===== config.mk =====
export PLATFORM = sky130hd
export DESIGN_NAME = muldiv_unit
export DESIGN_NICKNAME = d
export VERILOG_FILES = /design/src/rtl/muldiv_pkg.sv /design/src/rtl/muldiv_step.sv /design/src/rtl/muldiv_unit.sv
export SDC_FILE = /design/constraint.sdc
export NUM_CORES = 1
export LEC_CHECK = 0
export ABC_AREA = 1
export CORE_MARGIN = 4
export CORE_UTILIZATION = 35
export CTS_CLUSTER_DIAMETER = 100
export DETAILED_ROUTE_END_ITERATION = 8
export GPL_TIMING_DRIVEN = 0
export PLACE_DENSITY = 0.63
export SLEW_MARGIN = 25
export SYNTH_ARGS = -nofsm -noshare
export SYNTH_HDL_FRONTEND = slang
export SYNTH_HIERARCHICAL = 1
export SYNTH_SLANG_ARGS = --single-unit

===== constraint.sdc =====
create_clock -name clk -period 10.08 [get_ports clk]
set_input_delay 2.016 -clock clk [delete_from_list [all_inputs] [get_ports clk]]
set_output_delay 2.016 -clock clk [all_outputs]
set_load 0.005 [all_outputs]

===== src/rtl/muldiv_pkg.sv =====
// Purpose: shared op encodings (ALU + multiply/divide) and the muldiv FSM state type.
// Latency: n/a (types and helper functions only).
// Backpressure: n/a.
// Ports: none.
package muldiv_pkg;

  // The ALU occupies codes 0..10, so the muldiv codes start right above it
  // and the two decoders can share one 4-bit op bus without overlap.
  typedef enum logic [3:0] {
    ALU_ADD  = 4'b0000,
    ALU_SUB  = 4'b0001,
    ALU_AND  = 4'b0010,
    ALU_OR   = 4'b0011,
    ALU_XOR  = 4'b0100,
    ALU_SLL  = 4'b0101,
    ALU_SRL  = 4'b0110,
    ALU_SRA  = 4'b0111,
    ALU_SLT  = 4'b1000,
    ALU_SLTU = 4'b1001,
    ALU_LUI  = 4'b1010
  } alu_op_e;

  typedef enum logic [3:0] {
    OP_MUL  = 4'b1011,
    OP_MULH = 4'b1100,
    OP_DIV  = 4'b1101,
    OP_REM  = 4'b1110,
    OP_DIVU = 4'b1111
  } muldiv_op_e;

  typedef enum logic [1:0] {
    ST_IDLE = 2'd0,
    ST_BUSY = 2'd1,
    ST_DONE = 2'd2
  } muldiv_state_e;

  function automatic logic is_div_op(input logic [3:0] op);
    return (op == OP_DIV) || (op == OP_REM) || (op == OP_DIVU);
  endfunction

  // Everything except DIVU works on magnitudes with a final sign fix.
  function automatic logic is_signed_op(input logic [3:0] op);
    return (op != OP_DIVU);
  endfunction

endpackage


===== src/rtl/muldiv_step.sv =====
// Purpose: one combinational iteration: shift-add (multiply) or restoring shift-subtract (divide).
// Latency: combinational, zero cycles.
// Backpressure: none; the caller decides when the result is registered.
// Ports: is_div selects the divide step; hi_i/lo_i are the accumulator halves,
//        b_i the multiplicand/divisor magnitude; hi_o/lo_o the updated halves.
module muldiv_step #(
  parameter int WIDTH = 32
) (
  input  logic             is_div,
  input  logic [WIDTH-1:0] hi_i,
  input  logic [WIDTH-1:0] lo_i,
  input  logic [WIDTH-1:0] b_i,
  output logic [WIDTH-1:0] hi_o,
  output logic [WIDTH-1:0] lo_o
);

  logic [WIDTH:0] sum;
  logic [WIDTH:0] shifted;
  logic           ge;

  always_comb begin
    // Multiply: {hi,lo} holds partial product over the remaining multiplier bits.
    sum     = {1'b0, hi_i} + (lo_i[0] ? {1'b0, b_i} : '0);
    // Divide: hi is the partial remainder, lo feeds dividend bits in MSB-first
    // and collects quotient bits at the bottom.
    shifted = {hi_i, lo_i[WIDTH-1]};
    ge      = (shifted >= {1'b0, b_i});

    hi_o = sum[WIDTH:1];
    lo_o = {sum[0], lo_i[WIDTH-1:1]};
    if (is_div) begin
      if (ge) begin
        // True difference is < b_i, so the modulo-2^WIDTH subtract is exact.
        hi_o = shifted[WIDTH-1:0] - b_i;
        lo_o = {lo_i[WIDTH-2:0], 1'b1};
      end else begin
        hi_o = shifted[WIDTH-1:0];
        lo_o = {lo_i[WIDTH-2:0], 1'b0};
      end
    end
  end

endmodule


===== src/rtl/muldiv_unit.sv =====
// Purpose: iterative multiply/divide unit (MUL, MULH, DIV, REM, DIVU) behind a valid/ready handshake.
// Latency: out_valid rises exactly WIDTH cycles after acceptance, regardless of operands.
// Backpressure: result held in DONE until out_ready; in_ready only in IDLE; flush aborts.
// Ports: clk/rst_n (sync, active-low), flush; in_valid/in_ready/op/A/B request side;
//        out_valid/out_ready/result response side.
module muldiv_unit
  import muldiv_pkg::*;
#(
  parameter int WIDTH = 32
) (
  input  logic             clk,
  input  logic             rst_n,
  input  logic             flush,
  input  logic             in_valid,
  output logic             in_ready,
  input  logic [3:0]       op,
  input  logic [WIDTH-1:0] A,
  input  logic [WIDTH-1:0] B,
  output logic             out_valid,
  input  logic             out_ready,
  output logic [WIDTH-1:0] result
);

  localparam int unsigned CNT_W = $clog2(WIDTH);

  muldiv_state_e      state_q, state_d;
  logic [CNT_W-1:0]   cnt_q, cnt_d;
  logic [3:0]         op_q, op_d;
  logic [WIDTH-1:0]   hi_q, hi_d, lo_q, lo_d, b_q, b_d;
  logic [WIDTH-1:0]   result_q, result_d;
  logic               neg_q, neg_d, neg_rem_q, neg_rem_d;

  logic               op_is_div;
  logic [WIDTH-1:0]   step_hi, step_lo;
  logic               sgn_a, sgn_b;
  logic [WIDTH-1:0]   mag_a, mag_b;
  logic [2*WIDTH-1:0] prod;
  logic [WIDTH-1:0]   fix_quo, fix_rem;

  assign op_is_div = is_div_op(op_q);

  muldiv_step #(.WIDTH(WIDTH)) u_step (
    .is_div (op_is_div),
    .hi_i   (hi_q),
    .lo_i   (lo_q),
    .b_i    (b_q),
    .hi_o   (step_hi),
    .lo_o   (step_lo)
  );

  // Operand magnitudes. The most-negative value maps to 2^(WIDTH-1), which
  // still fits unsigned, so DIV overflow falls out as quotient 2^(WIDTH-1)
  // with no sign flip (== A) and remainder 0 without special casing.
  always_comb begin
    sgn_a = is_signed_op(op) && A[WIDTH-1];
    sgn_b = is_signed_op(op) && B[WIDTH-1];
    mag_a = sgn_a ? -A : A;
    mag_b = sgn_b ? -B : B;
  end

  // Sign fix on the values the last iteration produces.
  always_comb begin
    prod = {step_hi, step_lo};
    if (neg_q) prod = -prod;
    fix_quo = neg_q     ? -step_lo : step_lo;
    fix_rem = neg_rem_q ? -step_hi : step_hi;
  end

  always_comb begin
    state_d   = state_q;
    cnt_d     = cnt_q;
    op_d      = op_q;
    hi_d      = hi_q;
    lo_d      = lo_q;
    b_d       = b_q;
    neg_d     = neg_q;
    neg_rem_d = neg_rem_q;
    result_d  = result_q;

    if (flush) begin
      state_d = ST_IDLE;
      cnt_d   = '0;
    end else begin
      case (state_q)
        ST_IDLE: begin
          if (in_valid) begin
            state_d   = ST_BUSY;
            cnt_d     = '0;
            op_d      = op;
            hi_d      = '0;
            lo_d      = mag_a;
            b_d       = mag_b;
            // Divide by zero keeps the all-ones raw quotient un-negated; the
            // raw remainder is |A|, which the dividend sign turns back into A.
            neg_d     = (sgn_a ^ sgn_b) && (B != '0);
            neg_rem_d = sgn_a;
          end
        end
        ST_BUSY: begin
          hi_d  = step_hi;
          lo_d  = step_lo;
          cnt_d = cnt_q + CNT_W'(1);
          if (cnt_q == CNT_W'(WIDTH - 1)) begin
            state_d = ST_DONE;
            case (op_q)
              OP_MUL:          result_d = prod[WIDTH-1:0];
              OP_MULH:         result_d = prod[2*WIDTH-1:WIDTH];
              OP_DIV, OP_DIVU: result_d = fix_quo;
              OP_REM:          result_d = fix_rem;
              default:         result_d = '0;
            endcase
          end
        end
        ST_DONE: begin
          if (out_ready) state_d = ST_IDLE;
        end
        default: state_d = ST_IDLE;
      endcase
    end
  end

  always_ff @(posedge clk) begin
    if (!rst_n) begin
      state_q   <= ST_IDLE;
      cnt_q     <= '0;
      op_q      <= '0;
      hi_q      <= '0;
      lo_q      <= '0;
      b_q       <= '0;
      neg_q     <= 1'b0;
      neg_rem_q <= 1'b0;
      result_q  <= '0;
    end else begin
      state_q   <= state_d;
      cnt_q     <= cnt_d;
      op_q      <= op_d;
      hi_q      <= hi_d;
      lo_q      <= lo_d;
      b_q       <= b_d;
      neg_q     <= neg_d;
      neg_rem_q <= neg_rem_d;
      result_q  <= result_d;
    end
  end

  assign in_ready  = (state_q == ST_IDLE);
  assign out_valid = (state_q == ST_DONE);
  assign result    = result_q;

endmodule


==> key figures, run 1 <==
Clock network
  – CTS sink cnt: 141
  – Setup Buffers After CTS: 0
  – CTS resizes: 0
  – Clock slew at reported path FFs: 70 ps
  – Depth of the CTS H-tree: 4
  – Clock tree buffer depth: 2
  – Root buf cell: clkbuf_16
  – TritonCTS Buffers: 17
  – CTS tree: done
  – Clk_lat worst skew: 480 ps
  – Hold_buf cts: 0

Drt
  – Vias post-DR: 20600
  – Antenna viol nets, final: 0
  – Vias per cell: 5.30
  – 1st-iter DRT viols: 2090
  – Drt wl/cell: 18.7 um
  – First drt pass iteration count: 6
  – DRC: 0
  – WL final: 72.6 mm

Yosys
  – Simple-gate share of the synthesized area: 0.472
  – Adder-cell share of the synthesized area: 0.0542
  – Mux cell area share after synthesis: 0
  – Post-synthesis xor/xnor area fraction: 0.0264
  – Area contributors post-synth: nand2_1 23%, dfxtp_1 17%, nand3_1 9.1%
  – Area leader, netlist: nand2_1
  – Register area share after synthesis: 0.167
  – Largest family of logic cells by synthesized area: simple AND/OR/NAND/NOR gates
  – Synthesized net count: 3276
  – Top_reg_cell synth: dfxtp_1
  – Yosys warnings: 6
  – Yosys cell types: 47
  – Post-Syn Area: 16900 sq um
  – Post-synth EDFFs: 0
  – Post-synth top cells: 1034 x nand2_1, 403 x inv_1, 318 x nor2_1
  – Most frequent cell after synthesis: nand2_1
  – #FFs+latches synth: 141
  – Cells after synthesis: 3131
  – Synth async-reset ratio: 0
  – Share of the synthesized area in the top cell type: 0.230
  – Synth Area in Compound Gates: 0.154
  – Syn Area/Cell: 5.40 sq um

Critical path
  – Slowest cell on crit path: clkbuf_1
  – Reg2Reg Launch Point: lo_q[0]
  – Type of origin of the critical path: flop
  – Cell mode on critical path: nand2_1
  – R2r setup slk: 5130 ps
  – Kind of critical path: flop to flop
  – Setup crit end kind: flop
  – R2R depth: 26
  – Max stage delay on crit path: 540 ps
  – Worst r2r dst: result[31]
  – Worst EP required: 10460 ps
  – Worst setup endpoint: result[31]
  – Crit path max fanout: 10
  – CP Data Arrival Time: 5330 ps
  – CP Launch Point: lo_q[0]

Run
  – Number of max-cap violations: 0

Hold path
  – Hold Crit Class: flop to flop
  – Hold Path Cell Cnt: 2

Timing
  – Tcrit/Tclk final: 0.491
  – Max frequency: 202 MHz
  – Final Max Tran Viols: 0
  – Fin Setup TNS: 0 ps
  – Final Hold Viols: 0
  – Final setup viols: 0
  – RSZ-0062 raised after global routing: no
  – Worst slew margin: 0.323
  – Post-layout min period: 4950 ps
  – Worst clock skew: 21.6 ps
  – Tightest Pin Transition: 1010 ps

Run status
  – Status: finished, final reports clean

Die
  – Die Y: 228 um
  – Site Rows: 80
  – Chip Width: 228 um
  – Die Area: 51900 sq um
  – Core Region: 47700 sq um
  – # IOs: 107
  – Starting Density: 0.354

Global routing
  – Initial antenna violation count: 2
  – Vias in the first global route: 18500
  – Largest net degree at the start of global routing: 17
  – Global-route wire length before repair: 109 mm
  – Gr ovfl total: 0
  – Gr usage total: 0.267

Final layout
  – Area of the multi-input gates: 11900 sq um
  – Final core area utilization: 0.405
  – Fillers: 5367
  – Fraction of layout cells with a size suffix above 1: 0.0612
  – Final Non-Filler Cells: 3884
  – Nets: 3400
  – Register area: 2820 sq um
  – Post-route cell area: 19300 sq um
  – Area Overhead vs Synth: 14.3%

Placed design
  – Placer Congestion: 1.04
  – IO buf count: 105
  – Dpl hpwl: 60.9 mm
  – Placed Instance Area: 18700 sq um
  – Dpl cells: 3851

Power
  – Leakage dissipation: 0.00960 uW
  – Worst vdd ir: 0.121 mV
  – PD cells: 99.1 nW/um^2
## where the power goes
group | switching [uW] | internal, uW | total (uW)
Clock | 306 | 354 | 660
Sequential | 24.9 | 577 | 602
Combinational | 453 | 200 | 653
Total | 784 | 1130 | 1910
## sequential cells by signal (all words and copies together), names as in the netlist
| signal | count |
|---|---|
| hi_q | 32 |
| cnt_q | 5 |
| result | 32 |
| op_q | 4 |
| neg_rem_q | 1 |
| state_q | 2 |
| lo_q | 32 |
| b_q | 32 |
| neg_q | 1 |
## critical path, delay by kind of cell (launching register included)
| family | cells | cell delay [ps] |
|---|---|---|
| adders and majority gates | 1 | 310 |
| and+or+nand+nor | 19 | 2750 |
| buffers and inverters | 4 | 1010 |
| AOI/OAI and AO/OA | 2 | 420 |
| DFF | 1 | 330 |
## cells in the final DEF (no fill, tap or decap), types with 37 or more instances in the layout
cell / netlist / final
a21oi_1: 250 / 250
buf_2: 37 / 37
clkbuf_1: 50 / 50
clkdlybuf4s50_1: 0 / 105
dfxtp_1: 141 / 141
ha_1: 70 / 70
inv_1: 403 / 403
nand2_1: 1034 / 1034
nand3_1: 306 / 306
nand3b_1: 39 / 39
nor2_1: 318 / 318
o21ai_0: 160 / 159
## worst min-delay path by stage
stage,start,to
2_1_floorplan,cnt_q[4],cnt_q[4]
3_3_place_gp,result[23],result[23]
3_5_place_dp,result[27],result[27]
4_1_cts,result[9],result[9]
5_1_grt,lo_q[12],lo_q[12]
6_report,result[27],result[27]
## cells by family (layout without fill, tap and decap cells)
| kind of cell | after synthesis | in the layout |
|---|---|---|
| simple gates | 1849 | 1849 |
| buf+inv | 531 | 668 |
| compound gates | 487 | 487 |
| flops | 141 | 141 |
| other cells | 0 | 1 |
| xor+xnor | 51 | 51 |
| fa+ha+maj | 72 | 72 |
## layer usage
metal / global-route usage / up-vias / wire length, um
met4: 0.0980 / 0 / 2610
met3: 0.0651 / 134 / 7010
met2: 0.414 / 943 / 31100
li1: - / 10300 / -
met5: 0 / - / 0
met1: 0.362 / 9188 / 31900
## metrics by stage
stage	power [uW]	hold WS, ps	setup slack (ps)
2_1_floorplan	1040	443	6680
3_3_place_gp	1240	453	5210
3_5_place_dp	1250	457	5370
4_1_cts	1900	468	5350
5_1_grt	2010	482	4810
6_report	1910	464	5130
## layout make-up
| class | instances | share of cell area |
|---|---|---|
| multi-input cells | 2459 | 0.618 |
| flip-flops and latches | 141 | 0.146 |
| diodes | 1 | 0.000130 |
| clock inverters | 15 | 0.00887 |
| plain buffers | 106 | 0.0281 |
| repair buffers | 105 | 0.0544 |
| well taps | 615 | 0.0398 |
| clock buffers | 17 | 0.0220 |
| inverters | 425 | 0.0826 |
Note: power is estimated with default switching activity, not from simulation.
==> run 2: changes to the inputs <==
==> constraint.sdc (replaced) <==
create_clock -name clk -period 5 [get_ports clk]
set_input_delay 1 -clock clk [delete_from_list [all_inputs] [get_ports clk]]
set_output_delay 1 -clock clk [all_outputs]
set_load 0.005 [all_outputs]
==> run 2 against run 1 <==
  * Sequential cell count did not move
  * Non-clock buffer count down 1
  * Die area is the same
  * Hold slack about the same
  * Largest cell class unchanged
  * Highest routed layer unchanged
==> key figures, run 2 (synthesized netlist as in run 1, its figures left out) <==
Critical path
  – Slowest cell on crit path: dfxtp_1
  – CP delay by family, top: simple AND/OR/NAND/NOR gates
  – Setup crit end kind: flop
  – Cell mode on critical path: nand2_1
  – CP Data Arrival Time: 4980 ps
  – Type of origin of the critical path: flop
  – CP Depth: 27
  – Crit path max fanout: 10
  – Max stage delay on crit path: 540 ps
  – R2R depth: 27
  – Kind of critical path: flop to flop
  – Buf/Inv on CP: 3
  – Worst EP required: 5380 ps

Hold path
  – Hold Crit Class: flop to flop
  – Hold Path Cell Cnt: 2

Timing
  – Worst clock skew: 18.0 ps
  – Fin Setup TNS: 0 ps
  – Worst slew margin: 0.319
  – RSZ-0062 raised after global routing: no
  – Tcrit/Tclk final: 0.921
  – Final Max Tran Viols: 0
  – Tightest Pin Transition: 1010 ps
  – Post-layout min period: 4610 ps
  – Final setup viols: 0
  – Max frequency: 217 MHz
  – Final Hold Viols: 0

Drt
  – Antenna viol nets, final: 0
  – DRC: 0
  – 1st-iter DRT viols: 1974
  – WL final: 72.5 mm
  – Vias per cell: 5.27
  – Vias post-DR: 20500
  – First drt pass iteration count: 6
  – Drt wl/cell: 18.7 um

Global routing
  – Initial antenna violation count: 2
  – Largest net degree at the start of global routing: 17
  – Gr usage total: 0.267
  – Gr ovfl total: 0
  – Global-route wire length before repair: 109 mm
  – Vias in the first global route: 18500

Die
  – # IOs: 107
  – Die Y: 228 um
  – Starting Density: 0.354
  – Chip Width: 228 um
  – Core Region: 47700 sq um
  – Die Area: 51900 sq um
  – Site Rows: 80

Clock network
  – Depth of the CTS H-tree: 4
  – Clock tree buffer depth: 2
  – CTS sink cnt: 141
  – Clock slew at reported path FFs: 70 ps
  – Root buf cell: clkbuf_16
  – Hold_buf cts: 0
  – CTS tree: done
  – Clk_lat worst skew: 480 ps
  – TritonCTS Buffers: 17

Final layout
  – Area Overhead vs Synth: 14.3%
  – Fraction of layout cells with a size suffix above 1: 0.0621
  – Commonest non-fill, non-tap cell in the layout: nand2_1
  – Nets: 3399
  – Leading cell types in the layout, fill and taps excluded: 1034 x nand2_1, 403 x inv_1, 318 x nor2_1

Power
  – PD cells: 200 nW/um^2
  – Leakage dissipation: 0.00961 uW
  – Worst vdd ir: 0.247 mV
  – Total Power: 3860 uW

Run status
  – Status: finished, final reports clean

Placed design
  – Placer Congestion: 1.04
  – Dpl hpwl: 60.9 mm
  – IO buf count: 105

Run
  – Number of max-cap violations: 0
## run 2: metal layers
metal,wire length [um],global-route usage,vias up
met3,7270,0.0651,141
li1,-,-,10300
met1,31700,0.362,9103
met2,30900,0.414,919
met5,0,0,-
met4,2580,0.0980,0
## run 2: worst paths after layout
| path | from | end | slack [ps] |
|---|---|---|---|
| worst max-delay path | lo_q[0] | result[31] | 390 |
| worst min-delay path | result[27] | result[27] | 460 |
| worst max register to register | lo_q[0] | result[31] | 390 |
| worst min register to register | result[27] | result[27] | 460 |
## run 2: cell type report
type | instances | area, sq um
fill | 5364 | 28400
timing repair buffer | 105 | 1050
sequential | 141 | 2820
antenna | 1 | 2.50
clock buffer | 17 | 425
tap | 615 | 769
clock inverter | 15 | 171
inverter | 425 | 1600
buffer | 105 | 543
multi-input combinational | 2459 | 11900
## run 2: report_power, final
part	switching [uW]	total [uW]	leakage, uW	internal [uW]
Clock	617	1330	0.000291	713
Combinational	909	1310	0.00817	404
Sequential	52.5	1220	0.00115	1160
Total	1580	3860	0.00961	2280
## run 2: repair_timing
action / CTS / global route
setup buffers: 0 / 0
resized for setup: 0 / 6
setup endpoints to repair: 0 / 7
## run 2: through the flow
step / std cells / cell area (sq um) / setup WS [ps] / hold WS [ps] / util
global placement: 3851 / 18700 / 125 / 453 / 0.392
global route: 3882 / 19300 / 30.0 / 482 / 0.405
floorplan: 3131 / 16900 / 1600 / 443 / -
finish: 3883 / 19300 / 395 / 464 / 0.405
CTS: 3883 / 19300 / 267 / 468 / 0.405
detailed placement: 3851 / 18700 / 286 / 457 / 0.392
## run 2: worst reg2reg max path, stage by stage (launching register included)
cell	delay, ps
dfxtp_1	540
clkbuf_2	290
nand2_1	70
inv_1	110
ha_1	330
fa_1	350
nand2_1	70
nand2_1	80
nand4_1	70
nand2_1	130
nand3_1	80
nand2_1	160
nand3_1	120
nand2_1	80
nand2_1	50
nand3_1	60
nand2_1	270
nor2_1	270
nand2_1	100
nor2_1	270
nand2_1	120
nor2_1	210
nand2_1	110
a21o_1	160
nand3_1	60
nand3_1	160
nand2_1	130
inv_1	40
==> run 3: changes to the inputs <==
--- a/config.mk
+++ b/config.mk
@@ -8,7 +8,6 @@
 export ABC_AREA = 1
 export CORE_MARGIN = 4
 export CORE_UTILIZATION = 35
-export CTS_CLUSTER_DIAMETER = 100
 export DETAILED_ROUTE_END_ITERATION = 8
 export GPL_TIMING_DRIVEN = 0
 export PLACE_DENSITY = 0.63
==> results of run 3 <==
Final layout, timing and power as in run 2 (identical DEF).
